`src/rtl/and8_feed_pkg.sv`:
```
// Shared definitions for the AND8 gate feeder: FSM state encoding, default
// sizing and the hold-counter width.
package and8_feed_pkg;

  // Output-stage states; the encoding is fixed so debug dumps read the same
  // across builds.
  typedef enum logic [1:0] {
    ST_IDLE  = 2'd0,
    ST_SETUP = 2'd1,
    ST_HOLD  = 2'd2
  } feed_state_t;

  // Default FIFO depth (power of two, >= 2).
  localparam int DEFAULT_DEPTH = 4;

  // Default number of enable-high cycles per byte (1..15).
  localparam int DEFAULT_HOLD_CYCLES = 3;

  // Hold counter width, wide enough for HOLD_CYCLES up to 15.
  localparam int CNT_W = 4;

endpackage

```
`src/rtl/byte_fifo.sv`:
```
// DEPTH x 8 synchronous FIFO with registered full/empty flags and an
// occupancy count. Pushes while full and pops while empty are ignored.
module byte_fifo #(
  parameter int DEPTH = 4
) (
  input  logic                     clk,
  input  logic                     rst_n,
  input  logic                     push,
  input  logic                     pop,
  input  logic [7:0]               din,
  output logic [7:0]               dout,
  output logic                     full,
  output logic                     empty,
  output logic [$clog2(DEPTH):0]   level
);

  localparam int AW = $clog2(DEPTH);
  localparam int LW = $clog2(DEPTH) + 1;

  logic [7:0]    mem_r [DEPTH];
  logic [AW-1:0] wr_ptr_r;
  logic [AW-1:0] rd_ptr_r;
  logic [LW-1:0] level_r;
  logic [LW-1:0] level_next_s;
  logic          full_r;
  logic          empty_r;
  logic          do_push_s;
  logic          do_pop_s;

  // Qualify requests against the registered flags and work out the next occupancy.
  always_comb begin
    do_push_s    = push & ~full_r;
    do_pop_s     = pop & ~empty_r;
    level_next_s = level_r;
    case ({do_push_s, do_pop_s})
      2'b10:   level_next_s = level_r + LW'(1);
      2'b01:   level_next_s = level_r - LW'(1);
      default: level_next_s = level_r;
    endcase
  end

  // Storage array; write-only on an accepted push, no reset needed for data.
  always_ff @(posedge clk) begin
    if (do_push_s) begin
      mem_r[wr_ptr_r] <= din;
    end
  end

  // Pointers, occupancy and flags; pointers wrap naturally since DEPTH is a power of two.
  always_ff @(posedge clk) begin
    if (!rst_n) begin
      wr_ptr_r <= {AW{1'b0}};
      rd_ptr_r <= {AW{1'b0}};
      level_r  <= {LW{1'b0}};
      full_r   <= 1'b0;
      empty_r  <= 1'b1;
    end else begin
      if (do_push_s) begin
        wr_ptr_r <= wr_ptr_r + AW'(1);
      end
      if (do_pop_s) begin
        rd_ptr_r <= rd_ptr_r + AW'(1);
      end
      level_r <= level_next_s;
      full_r  <= (level_next_s == LW'(DEPTH));
      empty_r <= (level_next_s == {LW{1'b0}});
    end
  end

  assign dout  = mem_r[rd_ptr_r];
  assign full  = full_r;
  assign empty = empty_r;
  assign level = level_r;

endmodule

```
`src/rtl/and8_gate_feeder.sv`:
```
// Upstream stage for the 8-bit 3-input AND gate. Buffers producer bytes in a
// small FIFO and presents each one to the gate as out_byte / out_valid /
// out_en, with out_en high for HOLD_CYCLES non-paused cycles per byte.
module and8_gate_feeder
  import and8_feed_pkg::*;
#(
  parameter int DEPTH       = DEFAULT_DEPTH,
  parameter int HOLD_CYCLES = DEFAULT_HOLD_CYCLES
) (
  input  logic                   clk,
  input  logic                   rst_n,
  input  logic [7:0]             in_data,
  input  logic                   in_valid,
  output logic                   in_ready,
  input  logic                   pause,
  output logic [7:0]             out_byte,
  output logic                   out_valid,
  output logic                   out_en,
  output logic [$clog2(DEPTH):0] level
);

  localparam logic [CNT_W-1:0] HOLD_INIT = CNT_W'(HOLD_CYCLES);
  localparam logic [CNT_W-1:0] CNT_ONE   = 4'd1;

  feed_state_t      state_r;
  feed_state_t      state_next_s;
  logic [CNT_W-1:0] cnt_r;
  logic [CNT_W-1:0] cnt_next_s;
  logic [7:0]       byte_r;
  logic [7:0]       byte_next_s;
  logic             valid_r;
  logic             valid_next_s;
  logic             hold_r;
  logic             pop_s;
  logic [7:0]       fifo_dout_s;
  logic             fifo_full_s;
  logic             fifo_empty_s;

  byte_fifo #(
    .DEPTH (DEPTH)
  ) u_fifo (
    .clk   (clk),
    .rst_n (rst_n),
    .push  (in_valid),
    .pop   (pop_s),
    .din   (in_data),
    .dout  (fifo_dout_s),
    .full  (fifo_full_s),
    .empty (fifo_empty_s),
    .level (level)
  );

  // Next state, hold-counter update and FIFO pop decision for the output stage.
  always_comb begin
    state_next_s = state_r;
    cnt_next_s   = cnt_r;
    byte_next_s  = byte_r;
    pop_s        = 1'b0;
    case (state_r)
      ST_IDLE: begin
        if (!fifo_empty_s) begin
          pop_s        = 1'b1;
          byte_next_s  = fifo_dout_s;
          state_next_s = ST_SETUP;
        end else begin
          state_next_s = ST_IDLE;
        end
      end
      ST_SETUP: begin
        state_next_s = ST_HOLD;
        cnt_next_s   = HOLD_INIT;
      end
      ST_HOLD: begin
        if (pause) begin
          // Pause freezes the window; the counter only advances on enabled cycles.
          cnt_next_s = cnt_r;
        end else if (cnt_r <= CNT_ONE) begin
          // Last enabled cycle: chain straight into the next byte if one is queued.
          if (!fifo_empty_s) begin
            pop_s        = 1'b1;
            byte_next_s  = fifo_dout_s;
            state_next_s = ST_SETUP;
          end else begin
            state_next_s = ST_IDLE;
          end
        end else begin
          cnt_next_s = cnt_r - CNT_ONE;
        end
      end
      default: begin
        state_next_s = ST_IDLE;
      end
    endcase
    valid_next_s = (state_next_s != ST_IDLE);
  end

  // State, counter and output registers; reset drops the byte in flight.
  always_ff @(posedge clk) begin
    if (!rst_n) begin
      state_r <= ST_IDLE;
      cnt_r   <= {CNT_W{1'b0}};
      byte_r  <= 8'h00;
      valid_r <= 1'b0;
      hold_r  <= 1'b0;
    end else begin
      state_r <= state_next_s;
      cnt_r   <= cnt_next_s;
      byte_r  <= byte_next_s;
      valid_r <= valid_next_s;
      hold_r  <= (state_next_s == ST_HOLD);
    end
  end

  // Pause must mask the enable in the very cycle it is asserted so the gate
  // output reads 00 for exactly the paused cycles; hence the late AND here.
  assign out_en    = hold_r & ~pause;
  assign out_byte  = byte_r;
  assign out_valid = valid_r;
  assign in_ready  = ~fifo_full_s;

endmodule

```
`config.mk`:
```
export PLATFORM = sky130hd
export DESIGN_NAME = and8_gate_feeder
export DESIGN_NICKNAME = d
export VERILOG_FILES = /design/src/rtl/and8_feed_pkg.sv /design/src/rtl/byte_fifo.sv /design/src/rtl/and8_gate_feeder.sv
export SDC_FILE = /design/constraint.sdc
export NUM_CORES = 1
export LEC_CHECK = 0
export CAP_MARGIN = 40
export CORE_ASPECT_RATIO = 0.8
export CORE_UTILIZATION = 50
export CTS_CLUSTER_DIAMETER = 60
export CTS_CLUSTER_SIZE = 8
export DETAILED_ROUTE_END_ITERATION = 8
export PLACE_DENSITY = 0.85
export SYNTH_ARGS = -nofsm -noshare
export SYNTH_HDL_FRONTEND = slang
export SYNTH_SLANG_ARGS = --single-unit
```
`constraint.sdc`:
```
create_clock -name clk -period 2.6 [get_ports clk]
set_clock_uncertainty 0.15 [all_clocks]
set_input_delay 0.65 -clock clk [delete_from_list [all_inputs] [get_ports clk]]
set_output_delay 0.65 -clock clk [all_outputs]
set_load 0.03 [all_outputs]
```
==> flow_metrics.env, run 1 <==
export IMPL_status="finished, final reports clean"
export IMPL_path_cells="inv_4 > ha_4 > nor2_4 > o31a_1 > nor2_2 > ha_2 > inv_2 > fa_2 > xor2_1 > or3_1 > a21oi_2 > nor2b_1"
export IMPL_critical_path_required_ns=2.73
export IMPL_port_buffers=25
export IMPL_die_w_um=79.9
export IMPL_layout_cells_non_filler=287
export IMPL_yosys_area_top_type_share_pct=39.5
export IMPL_pre_cts_ws_ns=-0.359
export IMPL_cp_end_kind="flop"
export IMPL_dr_pass1_iters=6
export IMPL_nNetsFinal=242
export IMPL_p_int_uw=2280
export IMPL_drive_gt1_share_pct=24.2
export IMPL_clock_latency_ns=0.34
export IMPL_critPathMaxFanout=3
export IMPL_yosysTopAreaCell="edfxtp_1"
export IMPL_ys_top_cells_by_area="edfxtp_1 40%, dfxtp_1 22%, mux4_2 7.4%"
export IMPL_ys_warn_count=0
export IMPL_start_util_pct=52.5
export IMPL_final_setup_worst_slack_ns=0.000891
export IMPL_htreeDepth=3
export IMPL_utilization_pct=66.6
export IMPL_syn_inst=183
export IMPL_rows=22
export IMPL_core_um2=4620
export IMPL_num_antenna_cells=0
export IMPL_hold_violations=0
export IMPL_power_static_leakage_uw=0.00107
export IMPL_vdd_ir_drop_max_mv=0.481
export IMPL_drv_slew=0
export IMPL_slowest_delay_ns=0.35
export IMPL_grt_max_degree=19
export IMPL_hold_class="reg -> reg"
export IMPL_vias=1502
export IMPL_remaining_drc_errors=0
export IMPL_critPathSlowestCell="fa_2"
export IMPL_criticalPathCategory="reg -> reg"
export IMPL_synth_seq_cells=59
export IMPL_grt_util_all_layers_pct=19.7
export IMPL_p_switching_uw=1020
export IMPL_critical_path_arrival_ns=2.73
export IMPL_fin_crit_sh_pct=100
export IMPL_cts_root_buf="clkbuf_8"
export IMPL_cap_violations=0
export IMPL_seqPwrFrac_pct=39.3
export IMPL_dp_cells=268
export IMPL_routed_via_density=5.23
export IMPL_synthDistinctLibCells=43
export IMPL_cts_hold_fix_buffers=0
export IMPL_worst_pin_slew_ns=0.540
export IMPL_clock_sinks=59
export IMPL_gp_congestion=0.793
export IMPL_ys_seq_area_share_pct=61.8
export IMPL_p_per_area_nw_per_um2=1070
export IMPL_clkTransAtPathRegs_ns=0.07
export IMPL_cts_tree="done"
export IMPL_slew_headroom_pct=64.0
export IMPL_final_cell_mix="32 x edfxtp_1, 25 x dfxtp_1, 23 x clkdlybuf4s50_1"
export IMPL_synth_edf_count=32
export IMPL_die_area_um2=5140
export IMPL_grt_pass1_vias=1499
export IMPL_final_common_cell="edfxtp_1"
export IMPL_area_growth_pct=26.8
export IMPL_syn_nets=203
export IMPL_worstSetupStartpointType="flop"
export IMPL_max_freq_ghz=0.385
export IMPL_drtIter0Drc=54
export IMPL_netlist_area_um2=2430
export IMPL_ys_async_sr_fraction_pct=0
export IMPL_power_share_clock_pct=30.0
export IMPL_hpwl_um=2930
export IMPL_ant_nets=0
export IMPL_drt_wl_total_um=4400
export IMPL_antenna_found_initial=0
export IMPL_synth_ff_type="edfxtp_1"
export IMPL_cts_max_path_buffers=2
export IMPL_cp_num_buf_inv=2
export IMPL_syn_avg_cell_area_um2=13.3
export IMPL_cp_top_family="adder cells"
export IMPL_setup_viol=0
export IMPL_min_period_ns=2.60
export IMPL_rsz0062_at_grt="yes"
export IMPL_grt_remaining_overflow=0
export IMPL_ios=26
export IMPL_grt_pass1_wl_um=7090
export IMPL_drt_wirelength_per_cell_um=15.3
export IMPL_die_h_um=64.4
export IMPL_power_frac_comb_pct=30.8
export IMPL_numCtsBuffers=9
export IMPL_switching_share_pct=31.1
==> synth_stat cells (2+ instances only) <==
cell      instances
nor2b_1           4
mux4_2            8
buf_2             3
nand2b_1          2
dfxtp_1          27
a21oi_1          14
xor2_1            3
ha_1              7
and2_1            4
inv_1             9
o21a_1            2
o21ai_1           9
nor3_1            4
o31a_1            2
nor2_1           11
edfxtp_1         32
nand3_1           8
nor3b_1           2
clkbuf_1          3
nand2_1           6
==> state kept, by name (all words and copies together) (netlist names), named ones only <==
register	cells
hold_r	1
u_fifo.empty	1
out_byte	8
u_fifo.rd_ptr_r	2
u_fifo.level	3
u_fifo.full	1
cnt_r	4
out_valid	1
u_fifo.wr_ptr_r	2
u_fifo.mem_r	32
state_r	2
==> worst register-to-register path: stages, from the launching register on <==
cell,delay (ns)
dfxtp_2,0.34
inv_4,0.07
ha_4,0.15
nor2_4,0.04
o31a_1,0.31
nor2_2,0.11
ha_2,0.20
inv_2,0.04
fa_2,0.35
xor2_1,0.16
or3_1,0.32
a21oi_2,0.16
nor2b_1,0.14
==> cell type report <==
type,instances,area (um^2)
Sequential cell,59,1510
Fill cell,343,1540
Multi-Input combinational cell,105,880
Tap cell,60,75.1
Clock inverter,7,116
Clock buffer,9,124
Inverter,10,42.5
Timing Repair Buffer,37,337
==> path summary, 6_finish.rpt <==
check,startpoint,endpoint,slack (ns),cells past startpoint
max reg2reg,cnt_r[1],u_fifo.full,0.0009,12
min,out_byte[5],out_byte[5],0.33,2
min reg2reg,out_byte[5],out_byte[5],0.33,2
max,cnt_r[1],u_fifo.full,0.0009,12
==> kinds of logic (layout without fill, tap and decap cells) <==
kind of cell | count (synthesis) | after routing | synth area share [%]
AOI/OAI and AO/OA | 35 | 35 | 9.58
xor gates and xnor gates | 4 | 4 | 1.44
adders and majority gates | 8 | 8 | 4.43
buffers and inverters | 19 | 63 | 3.55
DFF | 59 | 59 | 61.8
muxes | 9 | 9 | 7.83
and+or+nand+nor | 49 | 49 | 11.4
==> power by group through the flow <==
| stage | clock network, uW | registers, uW | logic, uW |
|---|---|---|---|
| floorplan | 0 | 1370 | 592 |
| global placement | 0 | 1300 | 942 |
| detailed placement | 0 | 1310 | 978 |
| CTS | 1010 | 1300 | 1020 |
| global route | 1040 | 1320 | 1100 |
| finish | 989 | 1300 | 1010 |
==> stage by stage <==
| stage | cell area (um^2) | hold WS (ns) | TNS (ns) | total power, uW |
|---|---|---|---|---|
| after floorplan | 2470 | 0.295 | -0.0782 | 1960 |
| after global placement | 2810 | 0.310 | -0.772 | 2250 |
| after detailed placement | 2810 | 0.326 | -0.944 | 2290 |
| after CTS | 3080 | 0.338 | -0.0103 | 3320 |
| after global routing | 3080 | 0.360 | -0.289 | 3460 |
| final | 3080 | 0.335 | 0 | 3300 |
==> timing repair <==
| item | in CTS | in global routing |
|---|---|---|
| setup buffers | 3 | 0 |
| resized for setup | 4 | 0 |
| cloned | 0 | 0 |
| pin swaps | 1 | 0 |
| endpoints found under the setup margin | 2 | 3 |
==> per-layer routing <==
| metal | wire length, um | vias up | global-route usage (%) |
|---|---|---|---|
| met5 | 0 | - | 0 |
| met4 | 98 | 0 | 10.9 |
| met3 | 235 | 9 | 7.29 |
| met2 | 2140 | 45 | 31.1 |
| met1 | 1930 | 711 | 23.1 |
| li1 | - | 737 | - |
Power figures use the tool's default switching activity.
==> run 2, diff against run 1 <==
--- a/config.mk
+++ b/config.mk
@@ -6,7 +6,6 @@
 export NUM_CORES = 1
 export LEC_CHECK = 0
 export CAP_MARGIN = 40
-export CORE_ASPECT_RATIO = 0.8
 export CORE_UTILIZATION = 50
 export CTS_CLUSTER_DIAMETER = 60
 export CTS_CLUSTER_SIZE = 8
@@ -15,3 +14,4 @@
 export SYNTH_ARGS = -nofsm -noshare
 export SYNTH_HDL_FRONTEND = slang
 export SYNTH_SLANG_ARGS = --single-unit
+export TNS_END_PERCENT = 1
==> run 2 against run 1 <==
The run now ends with setup timing left. Clock-buffer cell count unchanged. Largest cell class unchanged. Global-route usage decreased by 1.9 points. Via count decreased by 1.1%. Combinational power about the same. Wire length decreased by 8.2%. Non-clock buffer count increased by 2. Worst setup slack got worse by 0.13 ns. Power decreased by 7.4%. Sequential share of layout area increased by 0.52 points. Utilization increased by 1.1 points.
==> flow_metrics.env, run 2 (synthesized netlist as in run 1, its figures left out) <==
export IMPL_status="finished with violations"
export IMPL_violations="setup timing"
export IMPL_grt_pass1_wl_um=6710
export IMPL_rows=24
export IMPL_power_static_leakage_uw=0.00105
export IMPL_drv_slew=0
export IMPL_fin_crit_sh_pct=105
export IMPL_core_um2=4500
export IMPL_cts_tree="done"
export IMPL_final_seq_area_um2=1510
export IMPL_power_share_clock_pct=23.6
export IMPL_maxUsedRoutingLayer="met4"
export IMPL_pre_cts_ws_ns=-0.368
export IMPL_start_util_pct=53.9
export IMPL_area_growth_pct=25.4
export IMPL_hold_violations=0
export IMPL_ios=26
export IMPL_met3_length_um=177
export IMPL_rsz0062_at_grt="yes"
export IMPL_gp_congestion=0.775
export IMPL_criticalPathCategory="reg -> reg"
export IMPL_grt_remaining_overflow=0
export IMPL_critical_path_arrival_ns=2.85
export IMPL_switching_share_pct=34.2
export IMPL_critical_path_required_ns=2.72
export IMPL_vdd_ir_drop_max_mv=0.505
export IMPL_cp_top_family="simple AND/OR/NAND/NOR gates"
export IMPL_slew_headroom_pct=63.5
export IMPL_slowest_delay_ns=0.39
export IMPL_routed_via_density=5.29
export IMPL_hold_class="reg -> reg"
export IMPL_reg2reg_from="cnt_r[0]"
export IMPL_numCtsBuffers=9
export IMPL_vias=1486
export IMPL_cts_root_buf="clkbuf_8"
export IMPL_hold_start="out_byte[2]"
export IMPL_cp_num_buf_inv=2
export IMPL_drtIter0Drc=58
export IMPL_seqPwrFrac_pct=42.4
export IMPL_cts_max_path_buffers=2
export IMPL_final_setup_worst_slack_ns=-0.130
export IMPL_htreeDepth=3
export IMPL_p_int_uw=2010
export IMPL_cap_violations=0
export IMPL_multi_input_area_um2=905
export IMPL_critPathMaxFanout=3
export IMPL_setup_viol=3
export IMPL_grt_util_all_layers_pct=17.8
export IMPL_ant_nets=0
export IMPL_max_freq_ghz=0.366
export IMPL_path_cells="inv_4 > ha_4 > nor2_4 > o31a_1 > nor2_2 > ha_2 > inv_2 > fa_2 > xor2_2 > or3_4 > a21oi_4 > nor2b_1"
export IMPL_met2_length_um=2010
export IMPL_r2r_cells=12
export IMPL_clkTransAtPathRegs_ns=0.07
export IMPL_die_h_um=71.7
export IMPL_port_buffers=25
export IMPL_hpwl_um=2780
export IMPL_clock_latency_ns=0.33
export IMPL_r2r_end="u_fifo.full"
export IMPL_worstSetupStartpointType="flop"
export IMPL_holdPathEnd="out_byte[2]"
export IMPL_dr_pass1_iters=4
export IMPL_wl_met1_um=1800
export IMPL_final_common_cell="edfxtp_1"
export IMPL_nNetsFinal=244
export IMPL_drt_wirelength_per_cell_um=14.4
export IMPL_drt_wl_total_um=4040
export IMPL_final_cell_mix="32 x edfxtp_1, 25 x dfxtp_1, 24 x clkdlybuf4s50_1"
export IMPL_min_period_ns=2.73
export IMPL_p_switching_uw=1050
export IMPL_remaining_drc_errors=0
export IMPL_antenna_found_initial=0
export IMPL_holdPathStages=2
export IMPL_critPathSlowestCell="or3_4"
export IMPL_drive_gt1_share_pct=26.6
export IMPL_power_total_uw=3060
export IMPL_die_area_um2=5140
export IMPL_grt_pass1_vias=1514
export IMPL_clock_sinks=59
export IMPL_fillers=322
export IMPL_top_register="u_fifo.mem_r"
export IMPL_die_w_um=71.7
export IMPL_worst_pin_slew_ns=0.547
export IMPL_r2r_slack_ns=-0.13
export IMPL_grt_max_degree=19
export IMPL_num_antenna_cells=0
export IMPL_largest_register_ffs=32
export IMPL_power_frac_comb_pct=34.0
export IMPL_p_per_area_nw_per_um2=1000
export IMPL_cp_end_kind="flop"
==> run 2: cell count changes in the layout (fill, tap and decap cells not counted), moves of 2 or more <==
cell	before	now
nand2_1	6	4
nand2_2	0	2
bufinv_16	3	0
inv_6	0	2
buf_4	13	15
==> run 2: tightest hold or removal path: stages (launching register included) <==
cell and delay [ns]:
dfxtp_1 0.31, o21ai_1 0.06, a21oi_1 0.06
==> run 2: per-stage QoR <==
stage                     area, um^2  hold WS (ns)  utilization [%]  std cells  TNS [ns]
final                           3050         0.331             67.7        281    -0.331
after global routing            3050         0.353             67.7        281    -0.603
after CTS                       2980         0.335             66.1        276    -0.103
after detailed placement        2800         0.326             62.2        260    -0.965
after global placement          2800         0.314             62.2        260    -0.743
after floorplan                 2470         0.295                -        183   -0.0970
==> run 2: per-layer routing <==
| layer | track usage [%] | vias up |
|---|---|---|
| met5 | 0 | - |
| met4 | 5.23 | 0 |
| met3 | 7.59 | 6 |
| met2 | 29.5 | 29 |
| met1 | 21.3 | 703 |
| li1 | - | 748 |
==> run 2: layout make-up <==
class                      count  area share, %
clock inverter                 7           1.72
inverter                      10           1.40
timing repair buffer          39           11.6
multi-input combinational    105           29.7
sequential                    59           49.4
tap                           52           2.13
clock buffer                   9           4.06
==> run 2: how the worst max path moves through the flow <==
stage / startpoint / to / slack (ns) / depth (start not counted)
after floorplan: cnt_r[1] / u_fifo.full / -0.05 / 13
after global placement: pause / u_fifo.full / -0.29 / 11
after detailed placement: pause / u_fifo.full / -0.37 / 11
after CTS: cnt_r[1] / u_fifo.full / -0.07 / 12
after global routing: cnt_r[0] / u_fifo.full / -0.22 / 12
final: cnt_r[0] / u_fifo.full / -0.13 / 12
==> run 2: what timing repair did <==
item / CTS / global route
buffers inserted: 0 / 5
pin swaps: 0 / 7
setup endpoints to repair: 2 / 3
hold buffers: 0 / 0
resized for setup: 2 / 8
==> run 2: power groups by stage <==
stage	logic [uW]	registers [uW]	clock network, uW
global route	1130	1320	785
detailed placement	967	1310	0
finish	1040	1300	722
global placement	945	1310	0
floorplan	590	1370	0
CTS	977	1290	742
==> run 3, diff against run 2 <==
--- a/config.mk
+++ b/config.mk
@@ -5,12 +5,13 @@
 export SDC_FILE = /design/constraint.sdc
 export NUM_CORES = 1
 export LEC_CHECK = 0
-export CAP_MARGIN = 40
+export CAP_MARGIN = 30
 export CORE_UTILIZATION = 50
 export CTS_CLUSTER_DIAMETER = 60
 export CTS_CLUSTER_SIZE = 8
 export DETAILED_ROUTE_END_ITERATION = 8
 export PLACE_DENSITY = 0.85
+export REMOVE_ABC_BUFFERS = 1
 export SYNTH_ARGS = -nofsm -noshare
 export SYNTH_HDL_FRONTEND = slang
 export SYNTH_SLANG_ARGS = --single-unit
==> run 3 against run 2 <==
The run still ends with setup timing left. Power increased by 2.4%. Critical path depth unchanged. Maximum frequency increased by 4.7%. Flip-flop and latch count unchanged. Highest routed layer unchanged.
==> flow_metrics.env, run 3 (synthesized netlist as in run 1, its figures left out) <==
export IMPL_final_setup_worst_slack_ns=-0.00770
export IMPL_dp_cells=267
export IMPL_power_share_clock_pct=24.6
export IMPL_rows=24
export IMPL_hold_class="reg -> reg"
export IMPL_die_w_um=71.7
export IMPL_grt_util_all_layers_pct=18.9
export IMPL_port_buffers=25
export IMPL_switching_share_pct=33.9
export IMPL_min_period_ns=2.61
export IMPL_drive_gt1_share_pct=27.5
export IMPL_violations="setup timing"
export IMPL_vdd_ir_drop_max_mv=0.524
export IMPL_die_area_um2=5140
export IMPL_grt_pass1_wl_um=7090
export IMPL_busiest_layer="met2"
export IMPL_vias=1511
export IMPL_critical_path_required_ns=2.73
export IMPL_clkTransAtPathRegs_ns=0.07
export IMPL_setup_viol=1
export IMPL_seqPwrFrac_pct=41.2
export IMPL_power_frac_comb_pct=34.2
export IMPL_top_register="u_fifo.mem_r"
export IMPL_worstSetupStartpointType="flop"
export IMPL_ios=26
export IMPL_cts_tree="done"
export IMPL_max_freq_ghz=0.383
export IMPL_htreeDepth=3
export IMPL_ant_nets=0
export IMPL_dr_pass1_iters=4
export IMPL_drt_wirelength_per_cell_um=15.5
export IMPL_cp_end_kind="flop"
export IMPL_slew_headroom_pct=65.1
export IMPL_use_met1_pct=24.0
export IMPL_layout_cells_non_filler=285
export IMPL_drv_slew=0
export IMPL_num_antenna_cells=0
export IMPL_clock_sinks=59
export IMPL_remaining_drc_errors=0
export IMPL_utilization_pct=68.6
export IMPL_routed_via_density=5.30
export IMPL_drt_wl_total_um=4420
export IMPL_cts_max_path_buffers=2
export IMPL_rsz0062_at_grt="yes"
export IMPL_worst_pin_slew_ns=0.522
export IMPL_criticalPathCategory="reg -> reg"
export IMPL_cts_root_buf="clkbuf_8"
export IMPL_p_int_uw=2070
export IMPL_gp_congestion=0.769
export IMPL_critical_path_arrival_ns=2.74
export IMPL_die_h_um=71.7
export IMPL_grt_max_degree=19
export IMPL_fin_crit_sh_pct=100
export IMPL_critPathMaxFanout=3
export IMPL_final_cell_mix="32 x edfxtp_1, 25 x dfxtp_1, 23 x clkdlybuf4s50_1"
export IMPL_p_switching_uw=1060
export IMPL_p_per_area_nw_per_um2=1010
export IMPL_cap_violations=0
export IMPL_antenna_found_initial=0
export IMPL_nNetsFinal=248
export IMPL_area_growth_pct=27.2
export IMPL_grt_pass1_vias=1525
export IMPL_use_met3_pct=4.22
export IMPL_status="finished with violations"
export IMPL_grt_remaining_overflow=0
export IMPL_numCtsBuffers=9
export IMPL_use_met2_pct=28.9
export IMPL_core_um2=4500
export IMPL_hpwl_um=2860
export IMPL_final_common_cell="edfxtp_1"
export IMPL_largest_register_ffs=32
export IMPL_drtIter0Drc=98
export IMPL_clock_latency_ns=0.34
export IMPL_start_util_pct=53.9
export IMPL_power_static_leakage_uw=0.00108
export IMPL_hold_violations=0
==> run 3: cell count changes in the layout (fill, tap and decap cells not counted), moves of 2 or more <==
| cell | delta |
|---|---|
| buf_4 | +4 |
| clkbuf_8 | +2 |
| clkinv_4 | -2 |
| clkinvlp_4 | +2 |
==> run 3: path summary, 6_finish.rpt <==
check	from	to	slack (ns)	cells past startpoint
setup / recovery	cnt_r[0]	u_fifo.full	-0.008	12
hold / removal	u_fifo.rd_ptr_r[1]	flop	0.33	2
hold reg to reg	u_fifo.rd_ptr_r[1]	flop	0.33	2
setup reg to reg	cnt_r[0]	u_fifo.full	-0.008	12
==> run 3: critical path, stage by stage (launching register included) <==
cell and delay (ns):
dfxtp_4 0.37, inv_4 0.06, ha_4 0.12, nor2_2 0.04
o31a_1 0.29, nor2_4 0.13, ha_4 0.15, inv_2 0.04
fa_2 0.40, xor2_2 0.17, or3_4 0.34, a21oi_2 0.17
nor2b_1 0.13
==> run 3: metrics by stage <==
step	cell area (um^2)	setup WS (ns)	setup TNS, ns	power [uW]	hold slack (ns)
2_1_floorplan	2380	-0.115	-0.210	1900	0.295
3_3_place_gp	2810	-0.366	-0.957	2240	0.310
3_5_place_dp	2810	-0.450	-1.21	2280	0.321
4_1_cts	3040	-0.0892	-0.157	3080	0.332
5_1_grt	3090	-0.0952	-0.174	3290	0.366
6_report	3090	-0.00770	-0.00770	3130	0.328
==> run 3: layer usage <==
layer,wire length [um],share of wire (%)
met5,0,0
met4,106,2.4
met3,163,3.7
met2,2140,49
met1,2000,45
==> run 3: timing repair <==
action	CTS	global route
pin swaps	8	8
endpoints found under the setup margin	3	3
hold buffers	0	0
resized for setup	12	9
setup buffers	0	2
==> run 3: power by group through the flow <==
stage,clock [uW],sequential (uW),combinational (uW)
after CTS,777,1290,1020
after global routing,814,1310,1160
after global placement,0,1290,951
after floorplan,0,1400,501
final,771,1290,1070
after detailed placement,0,1300,981
==> run 3: area by class of cell <==
type | instances | area, um^2
flip-flops and latches | 59 | 1510
fillers | 318 | 1410
multi-input cells | 105 | 905
repair buffers | 43 | 385
clock buffers | 11 | 151
well taps | 52 | 65.1
inverters | 10 | 42.5
clock inverters | 5 | 36.3
